### config.mk
export PLATFORM = sky130hd
export DESIGN_NAME = f2c_req_queue
export DESIGN_NICKNAME = d
export VERILOG_FILES = /design/src/rtl/f2c_req_queue.sv
export SDC_FILE = /design/constraint.sdc
export NUM_CORES = 1
export LEC_CHECK = 0
export CAP_MARGIN = 20
export CORE_ASPECT_RATIO = 1.4
export CORE_MARGIN = 2
export CORE_UTILIZATION = 49
export DETAILED_ROUTE_END_ITERATION = 10
export PLACE_DENSITY_LB_ADDON = 0.25
export RECOVER_POWER = 100
export SYNTH_ARGS = -nofsm -noshare
export SYNTH_HDL_FRONTEND = slang
export SYNTH_SLANG_ARGS = --single-unit
### constraint.sdc
create_clock -name QClk -period 3.3 [get_ports QClk]
set_clock_uncertainty 0.15 [all_clocks]
set_input_delay 0.33 -clock QClk [delete_from_list [all_inputs] [get_ports QClk]]
set_output_delay 0.33 -clock QClk [all_outputs]
set_load 0.01 [all_outputs]
### src/rtl/f2c_req_queue.sv
// F2C request queue: buffers rc requests, issues them one at a time to the
// DE10-Lite peripheral register block and returns responses in request order.

package f2c_req_queue_pkg;
    typedef enum logic [1:0] {
        RD     = 2'd0,
        WR     = 2'd1,
        RD_RSP = 2'd2,
        WR_RSP = 2'd3
    } t_opcode;
endpackage

module f2c_req_queue
    import f2c_req_queue_pkg::*;
#(
    parameter int DEPTH      = 4,
    parameter int RD_TIMEOUT = 255
) (
    input  logic                   QClk,
    input  logic                   RstQnnnH,
    input  logic                   F2C_ReqValidQ502H,
    input  t_opcode                F2C_ReqOpcodeQ502H,
    input  logic [31:0]            F2C_ReqAddressQ502H,
    input  logic [31:0]            F2C_ReqDataQ502H,
    output logic                   F2C_RspValidQ500H,
    output t_opcode                F2C_RspOpcodeQ500H,
    output logic [31:0]            F2C_RspAddressQ500H,
    output logic [31:0]            F2C_RspDataQ500H,
    output logic                   PrphReqValid,
    output logic                   PrphReqWr,
    output logic [31:0]            PrphReqAddress,
    output logic [31:0]            PrphReqData,
    input  logic                   PrphReqReady,
    input  logic                   PrphRdDataValid,
    input  logic [31:0]            PrphRdData,
    output logic [$clog2(DEPTH):0] QueueCount,
    output logic                   OverflowSticky,
    output logic                   TimeoutSticky
);

    localparam int               AW         = $clog2(DEPTH);
    localparam int               TW         = $clog2(RD_TIMEOUT + 1);
    localparam logic [AW:0]      FULL_COUNT = (AW + 1)'(DEPTH);
    localparam logic [TW-1:0]    TIMER_LAST = TW'(RD_TIMEOUT - 1);

    typedef struct packed {
        t_opcode     op;
        logic [31:0] addr;
        logic [31:0] data;
    } t_entry;

    typedef enum logic [1:0] {
        IDLE,
        ISSUE,
        WAIT_RD,
        RSP
    } t_state;

    t_entry        mem [DEPTH];
    logic [AW-1:0] wr_ptr;
    logic [AW-1:0] rd_ptr;
    t_state        state;
    logic [TW-1:0] timer;
    logic [31:0]   cur_addr;

    logic req_ok;
    logic full;
    logic pop;
    logic push;

    always_comb begin
        req_ok = F2C_ReqValidQ502H &&
                 (F2C_ReqOpcodeQ502H == RD || F2C_ReqOpcodeQ502H == WR);
        full   = (QueueCount == FULL_COUNT);
        pop    = (state == ISSUE) && PrphReqValid && PrphReqReady;
        // A full queue still takes a push when the head leaves in the same cycle.
        push   = req_ok && (!full || pop);
    end

    // NOTE: storage is not reset; pointers and count define which entries are live.
    always_ff @(posedge QClk) begin
        if (push) begin
            mem[wr_ptr] <= '{op: F2C_ReqOpcodeQ502H,
                             addr: F2C_ReqAddressQ502H,
                             data: F2C_ReqDataQ502H};
        end
    end

    // NOTE: all state uses non-blocking assignments so every register samples pre-edge values.
    always_ff @(posedge QClk) begin
        if (RstQnnnH) begin
            wr_ptr         <= '0;
            rd_ptr         <= '0;
            QueueCount     <= '0;
            OverflowSticky <= 1'b0;
        end else begin
            if (push) wr_ptr <= wr_ptr + AW'(1);
            if (pop)  rd_ptr <= rd_ptr + AW'(1);
            if (push && !pop) begin
                QueueCount <= QueueCount + (AW + 1)'(1);
            end else if (pop && !push) begin
                QueueCount <= QueueCount - (AW + 1)'(1);
            end
            if (req_ok && full && !pop) OverflowSticky <= 1'b1;
        end
    end

    always_ff @(posedge QClk) begin
        if (RstQnnnH) begin
            state               <= IDLE;
            timer               <= '0;
            cur_addr            <= '0;
            PrphReqValid        <= 1'b0;
            PrphReqWr           <= 1'b0;
            PrphReqAddress      <= '0;
            PrphReqData         <= '0;
            F2C_RspValidQ500H   <= 1'b0;
            F2C_RspOpcodeQ500H  <= RD;
            F2C_RspAddressQ500H <= '0;
            F2C_RspDataQ500H    <= '0;
            TimeoutSticky       <= 1'b0;
        end else begin
            case (state)
                IDLE: begin
                    if (QueueCount != '0) begin
                        state          <= ISSUE;
                        PrphReqValid   <= 1'b1;
                        PrphReqWr      <= (mem[rd_ptr].op == WR);
                        PrphReqAddress <= mem[rd_ptr].addr;
                        PrphReqData    <= mem[rd_ptr].data;
                    end
                end

                ISSUE: begin
                    if (PrphReqReady) begin
                        PrphReqValid   <= 1'b0;
                        PrphReqWr      <= 1'b0;
                        PrphReqAddress <= '0;
                        PrphReqData    <= '0;
                        cur_addr       <= PrphReqAddress;
                        timer          <= '0;
                        if (PrphReqWr) begin
                            state               <= RSP;
                            F2C_RspValidQ500H   <= 1'b1;
                            F2C_RspOpcodeQ500H  <= WR_RSP;
                            F2C_RspAddressQ500H <= PrphReqAddress;
                            F2C_RspDataQ500H    <= '0;
                        end else begin
                            state <= WAIT_RD;
                        end
                    end
                end

                WAIT_RD: begin
                    // A return arriving on the final allowed cycle still wins over the timeout.
                    if (PrphRdDataValid || timer == TIMER_LAST) begin
                        state               <= RSP;
                        F2C_RspValidQ500H   <= 1'b1;
                        F2C_RspOpcodeQ500H  <= RD_RSP;
                        F2C_RspAddressQ500H <= cur_addr;
                        F2C_RspDataQ500H    <= PrphRdDataValid ? PrphRdData : 32'hDEAD_BEEF;
                        if (!PrphRdDataValid) TimeoutSticky <= 1'b1;
                    end else begin
                        timer <= timer + TW'(1);
                    end
                end

                RSP: begin
                    state               <= IDLE;
                    F2C_RspValidQ500H   <= 1'b0;
                    F2C_RspOpcodeQ500H  <= RD;
                    F2C_RspAddressQ500H <= '0;
                    F2C_RspDataQ500H    <= '0;
                end

                default: state <= IDLE;
            endcase
        end
    end

    a_prph_stable: assert property (@(posedge QClk) disable iff (RstQnnnH)
        PrphReqValid && !PrphReqReady |=>
            PrphReqValid && $stable({PrphReqWr, PrphReqAddress, PrphReqData}));

    a_count_bound: assert property (@(posedge QClk) disable iff (RstQnnnH)
        QueueCount <= FULL_COUNT);

endmodule

==> flow_metrics.tcl, run 1 <==
set metrics [dict create \
    status "finished with violations" \
    violations "capacitance limit, slew limit" \
    synth_xor_area_share_pct 0.262 \
    synth_edf_count 264 \
    cts-root-buf "clkbuf_16" \
    switching_share_pct 30.4 \
    p_switching_mw 4.83 \
    synthDistinctLibCells 60 \
    start_util_pct 49.3 \
    hold_buffers 0 \
    clk_path_buf_depth 3 \
    max_slew_margin_pct -7.29 \
    syn_inst 1118 \
    powerDensity_nw_per_um2 760 \
    critical_path.max_fanout 66 \
    gr-usage-all-layers_pct 20.6 \
    grt.overflow.total 0 \
    gp_congestion 0.780 \
    slew_viol_final 33 \
    yosys_register_bits 450 \
    p_int_mw 11.1 \
    wl_per_cell_um 20.0 \
    ir_worst_vdd_mv 0.548 \
    synth_fa_ha_area_share_pct 1.09 \
    finalSetupTns_ns 0 \
    grt_max_degree 80 \
    synthMuxAreaShare_pct 8.82 \
    cp-end-kind "flip-flop" \
    layout_common_cells "edfxtp_1 (264), dlygate4sd3_1 (204), dfxtp_1 (184), nand2_1 (97), nor2_1 (80)" \
    synth-simple-area-share_pct 7.29 \
    totalWireLength_um 36800 \
    power_frac_comb_pct 25.9 \
    grt_pass1_wl_um 57600 \
    critPathTopFamily "buffers and inverters" \
    synth.top_cell.area_share_pct 47.5 \
    cts_buffers 42 \
    die_width_um 160 \
    cp-start-kind "flip-flop" \
    viasPerCell 5.52 \
    async_flop_share_pct 0 \
    cts_setup_buffers 0 \
    syn_to_final_growth_pct 25.3 \
    synth_area_leaders "edfxtp_1 (47%), dfxtp_1 (22%), mux4_2 (8.6%)" \
    path_clk_slew_ns 0.06 \
    worst-path-buf-inv 3 \
    ys_warn_count 0 \
    hpwl_um 23400 \
    syn_area_per_cell_um2 14.9 \
    fin_util_pct 61.8 \
    seqPwrFrac_pct 45.2 \
    fillers 2649 \
    synth_compound_area_share_pct 10.0 \
    critical_path.slowest_cell "clkbuf_4" \
    rsz0062_at_grt "false" \
    drt-initial-drc-count 662 \
    cts_tree "yes" \
    synth_area_leader_cell "edfxtp_1" \
    first_pass_iters 5 \
    dieArea_um2 35600 \
    final_common_cell "edfxtp_1" \
    nets 1470 \
    cp_cell_sequence "inv_1, ha_1, buf_4, nor2b_1, or3_2, clkbuf_4, a22oi_1, nor2_1" \
    cts_max_level 2 \
    fin_crit_sh_pct 85.2 \
    die_h_um 222 \
    timing.final.crit_period_ns 2.81 \
    final-hold-violation-count 0 \
    maxCapViolations 1 \
    cts.sinks 450 \
    ant_nets 0 \
    rows 80 \
    timing.fmax_ghz 0.356 \
    drc 0 \
    io_pins 241 \
    worst_slew_pin_slew_ns 1.61 \
    drive_gt1_share_pct 12.3 \
    worstPathArrival_ns 3.05 \
    critPathMaxStageDelay_ns 0.53 \
    grt_pass1_vias 10200 \
    synth_seq_area_share_pct 69.8 \
    clock_latency_ns 0.54 \
    required_ns 3.54 \
    power.leakage_nw 7.34 \
    worstSetupPathType "flip-flop to flip-flop" \
    cts_resized 0 \
    hold_class "primary input to flip-flop" \
    finalSetupViolations 0 \
    num_vias 10200 \
    clkPwrFrac_pct 28.9 \
    synthesis.area_um2 16700 \
    antenna_found_initial 12 \
    syn_nets 1235 \
    core_um2 33800 \
    synth_top_family_by_area "compound AO/OA/AOI/OAI gates" \
    portBuffers 240 \
    yosys_most_used_dff "edfxtp_1" \
]
==> flip-flops by register name (all words and copies together) (netlist names), named ones only <==
register and count:
rd_ptr 2, timer 8, state 2, F2C_RspValidQ500H 1, PrphReqData 32, OverflowSticky 1
QueueCount 3, PrphReqWr 1, PrphReqValid 1, TimeoutSticky 1, mem 264, PrphReqAddress 32
cur_addr 32, F2C_RspOpcodeQ500H 2, F2C_RspAddressQ500H 32, wr_ptr 2, F2C_RspDataQ500H 32
==> cells by family (layout without fill, tap and decap cells) <==
logic type,after synthesis,in the layout
xor gates and xnor gates,5,5
DFF,450,450
adders and majority gates,14,14
buffers and inverters,94,362
AOI/OAI and AO/OA,228,228
other,0,5
and+or+nand+nor,260,260
muxes,67,67
==> power by group through the flow <==
stage	Sequential [mW]	Clock, mW	Combinational (mW)
global placement	7.31	0	4.34
CTS	7.22	4.71	4.43
global route	7.29	4.91	4.49
finish	7.19	4.59	4.11
detailed placement	7.34	0	4.41
floorplan	7.44	0	2.20
==> layout make-up <==
class                   instances  area (um2)  area share, %
diodes                          5        12.5         0.0598
clock buffers                  66        1250           5.99
clock inverters                11        58.8          0.281
inverters                      14        52.6          0.251
multi-input cells             574        4570           21.9
flip-flops and latches        450       11700           55.7
well taps                     451         564           2.70
repair buffers                271        2740           13.1
==> synth_stat cells, drive strengths merged (2+ instances only) <==
library cell,instances
dfxtp,186
nor2,80
nand2b,11
o31a,2
nand4b,2
a311oi,4
o211ai,3
a21oi,68
nand3,6
edfxtp,264
o31ai,5
a211oi,29
and2,40
or3,3
xor2,4
ha,13
inv,14
and3b,2
a21o,2
a221o,32
a22oi,65
nand2,97
o21ai,10
nand4,9
mux4,64
clkbuf,38
nor3,2
mux2i,2
buf,42
==> metal layers <==
metal	share of wire [%]	vias up	global-route usage, %
li1	-	4743	-
met4	2.7	8	6.16
met1	41	4999	25.9
met3	6.3	75	4.46
met2	50	335	35.8
met5	0.13	-	0
==> stage by stage <==
stage               setup WS [ns]  hold WS (ns)  cell area, um2  power (mW)  std cells
floorplan                   0.476         0.279           16700        9.65       1118
global placement            0.430         0.291           19600        11.6       1760
detailed placement          0.401         0.294           19600        11.7       1760
CTS                         0.668         0.109           21000        16.4       1837
global route                0.286         0.153           20900        16.7       1838
finish                      0.489         0.138           20900        15.9       1842
==> final timing paths <==
path	startpoint	slack, ns	endpoint	cells past startpoint
worst max-delay path	state[1]	0.49	PrphReqAddress[26]	8
worst max register to register	state[1]	0.49	PrphReqAddress[26]	8
worst min-delay path	RstQnnnH	0.14	TimeoutSticky	2
worst min register to register	F2C_RspOpcodeQ500H[0]	0.30	F2C_RspOpcodeQ500H[0]	1
==> worst register-to-register path, delay by kind of cell (launching register included) <==
family	cells	cell delay (ns)
AO/OA/AOI/OAI	1	0.41
adder cells (fa/ha/maj)	1	0.21
buffers and inverters	3	0.82
flip-flops	1	0.40
AND/OR/NAND/NOR	3	0.69
(Power assumes the default switching activity.)
==> run 2: changes to the inputs <==
- CORE_UTILIZATION: 49 -> 35
- GPL_TIMING_DRIVEN: not set -> 0
==> flow_metrics.tcl, run 2 (same netlist as run 1, synthesis figures left out) <==
set metrics [dict create \
    status "finished clean" \
    ir_worst_vdd_mv 0.503 \
    first_pass_iters 5 \
    final_cell_count_no_fill 2075 \
    final_common_cell "edfxtp_1" \
    critical_path.slowest_cell "and2_4" \
    cts_max_level 2 \
    io_pins 241 \
    worst_slew_pin_slew_ns 0.981 \
    power.leakage_nw 7.47 \
    placed_cells 1986 \
    maxCapViolations 0 \
    cts.sinks 450 \
    gp_congestion 0.792 \
    grt_pass1_vias 10700 \
    critPathMaxStageDelay_ns 0.56 \
    drc 0 \
    worstPathArrival_ns 3.20 \
    drive_gt1_share_pct 11.9 \
    hpwl_um 28700 \
    cp_cell_sequence "inv_1, ha_1, buf_4, nand3_2, a311oi_4, clkbuf_1, and2_4, buf_16" \
    cts_resized 0 \
    clk_path_buf_depth 3 \
    slew_viol_final 0 \
    antenna_found_initial 16 \
    die_width_um 189 \
    grt_pass1_wl_um 64100 \
    worst-path-buf-inv 4 \
    max_flop_register "mem" \
    final-hold-violation-count 0 \
    hold_class "primary input to flip-flop" \
    clock_latency_ns 0.57 \
    cp-start-kind "flip-flop" \
    finalSetupTns_ns 0 \
    rows 94 \
    cts_buffers 46 \
    drt-initial-drc-count 546 \
    core_um2 47000 \
    grt.overflow.total 0 \
    worst_slack_ns 0.192 \
    die_h_um 262 \
    dieArea_um2 49500 \
    largest_register_ff_count 264 \
    timing.fmax_ghz 0.322 \
    wl_per_cell_um 20.2 \
    p_total_mw 16.6 \
    timing.final.crit_period_ns 3.11 \
    cts_tree "yes" \
    cp-end-kind "flip-flop" \
    gr-usage-all-layers_pct 16.8 \
    critical_path.max_fanout 34 \
    nets 1530 \
    finalSetupViolations 0 \
    num_vias 10400 \
    hold_ws_ns 0.205 \
    max_slew_margin_pct 34.2 \
    powerDensity_nw_per_um2 776 \
    place_worst_setup_slack_ns 0.0863 \
    start_util_pct 35.5 \
    layout_common_cells "edfxtp_1 (264), dlygate4sd3_1 (205), dfxtp_1 (186), nand2_1 (97), nor2_1 (80)" \
    rsz0062_at_grt "false" \
    totalWireLength_um 41800 \
    portBuffers 240 \
    viasPerCell 5.00 \
    grt_max_degree 39 \
    ant_nets 0 \
    cts-root-buf "clkbuf_16" \
    path_clk_slew_ns 0.06 \
    required_ns 3.39 \
    critPathTopFamily "buffers and inverters" \
    hold_buffers 0 \
    syn_to_final_growth_pct 28.5 \
    worstSetupPathType "flip-flop to flip-flop" \
    fin_crit_sh_pct 94.2 \
]
run 2: repair_timing:
item,in CTS,in global routing
endpoints found under the setup margin,0,1
setup buffers,0,3
endpoints found under the hold margin,0,0
run 2: worst paths after layout:
check                                    start              endpoint  slack, ns  depth (start not counted)
worst max-delay path                  state[1]             mem[1][7]       0.19                          8
worst min register to register     cur_addr[4]           cur_addr[4]       0.30                          2
worst max register to register        state[1]             mem[1][7]       0.19                          8
worst min-delay path            PrphRdData[13]  F2C_RspDataQ500H[13]       0.21                          3
run 2: area by class of cell:
type / instances / area [um2]
Inverter: 14 / 52.6
Antenna cell: 2 / 5.00
Tap cell: 624 / 781
Clock buffer: 68 / 1310
Buffer: 80 / 374
Sequential cell: 450 / 11700
Fill cell: 4209 / 25600
Clock inverter: 16 / 181
Multi-Input combinational cell: 574 / 4580
Timing Repair Buffer: 247 / 2520
run 2: power breakdown:
group	switching (mW)	total [mW]	internal (mW)
clock	2.12	5.11	2.99
combinational	2.48	4.31	1.83
sequential	0.533	7.22	6.68
total	5.14	16.6	11.5
run 2: metal layers:
layer | global-route usage (%) | up-vias | share of wire [%]
li1 | - | 4884 | -
met1 | 20.1 | 5125 | 40
met2 | 30.2 | 280 | 51
met3 | 3.66 | 83 | 5.4
met4 | 4.84 | 12 | 2.4
met5 | 0 | - | 0.19
run 2: worst register-to-register path, stage by stage (launching register included):
cell and delay, ns:
dfxtp_1 0.36, inv_1 0.14, ha_1 0.23, buf_4 0.19
nand3_2 0.17, a311oi_4 0.48, clkbuf_1 0.19, and2_4 0.56
buf_16 0.32
run 2: stage by stage:
stage	util, %	area (um2)
finish	45.6	21500
global route	45.6	21500
CTS	45.7	21500
detailed placement	42.5	20000
global placement	42.3	19900
floorplan	-	16700
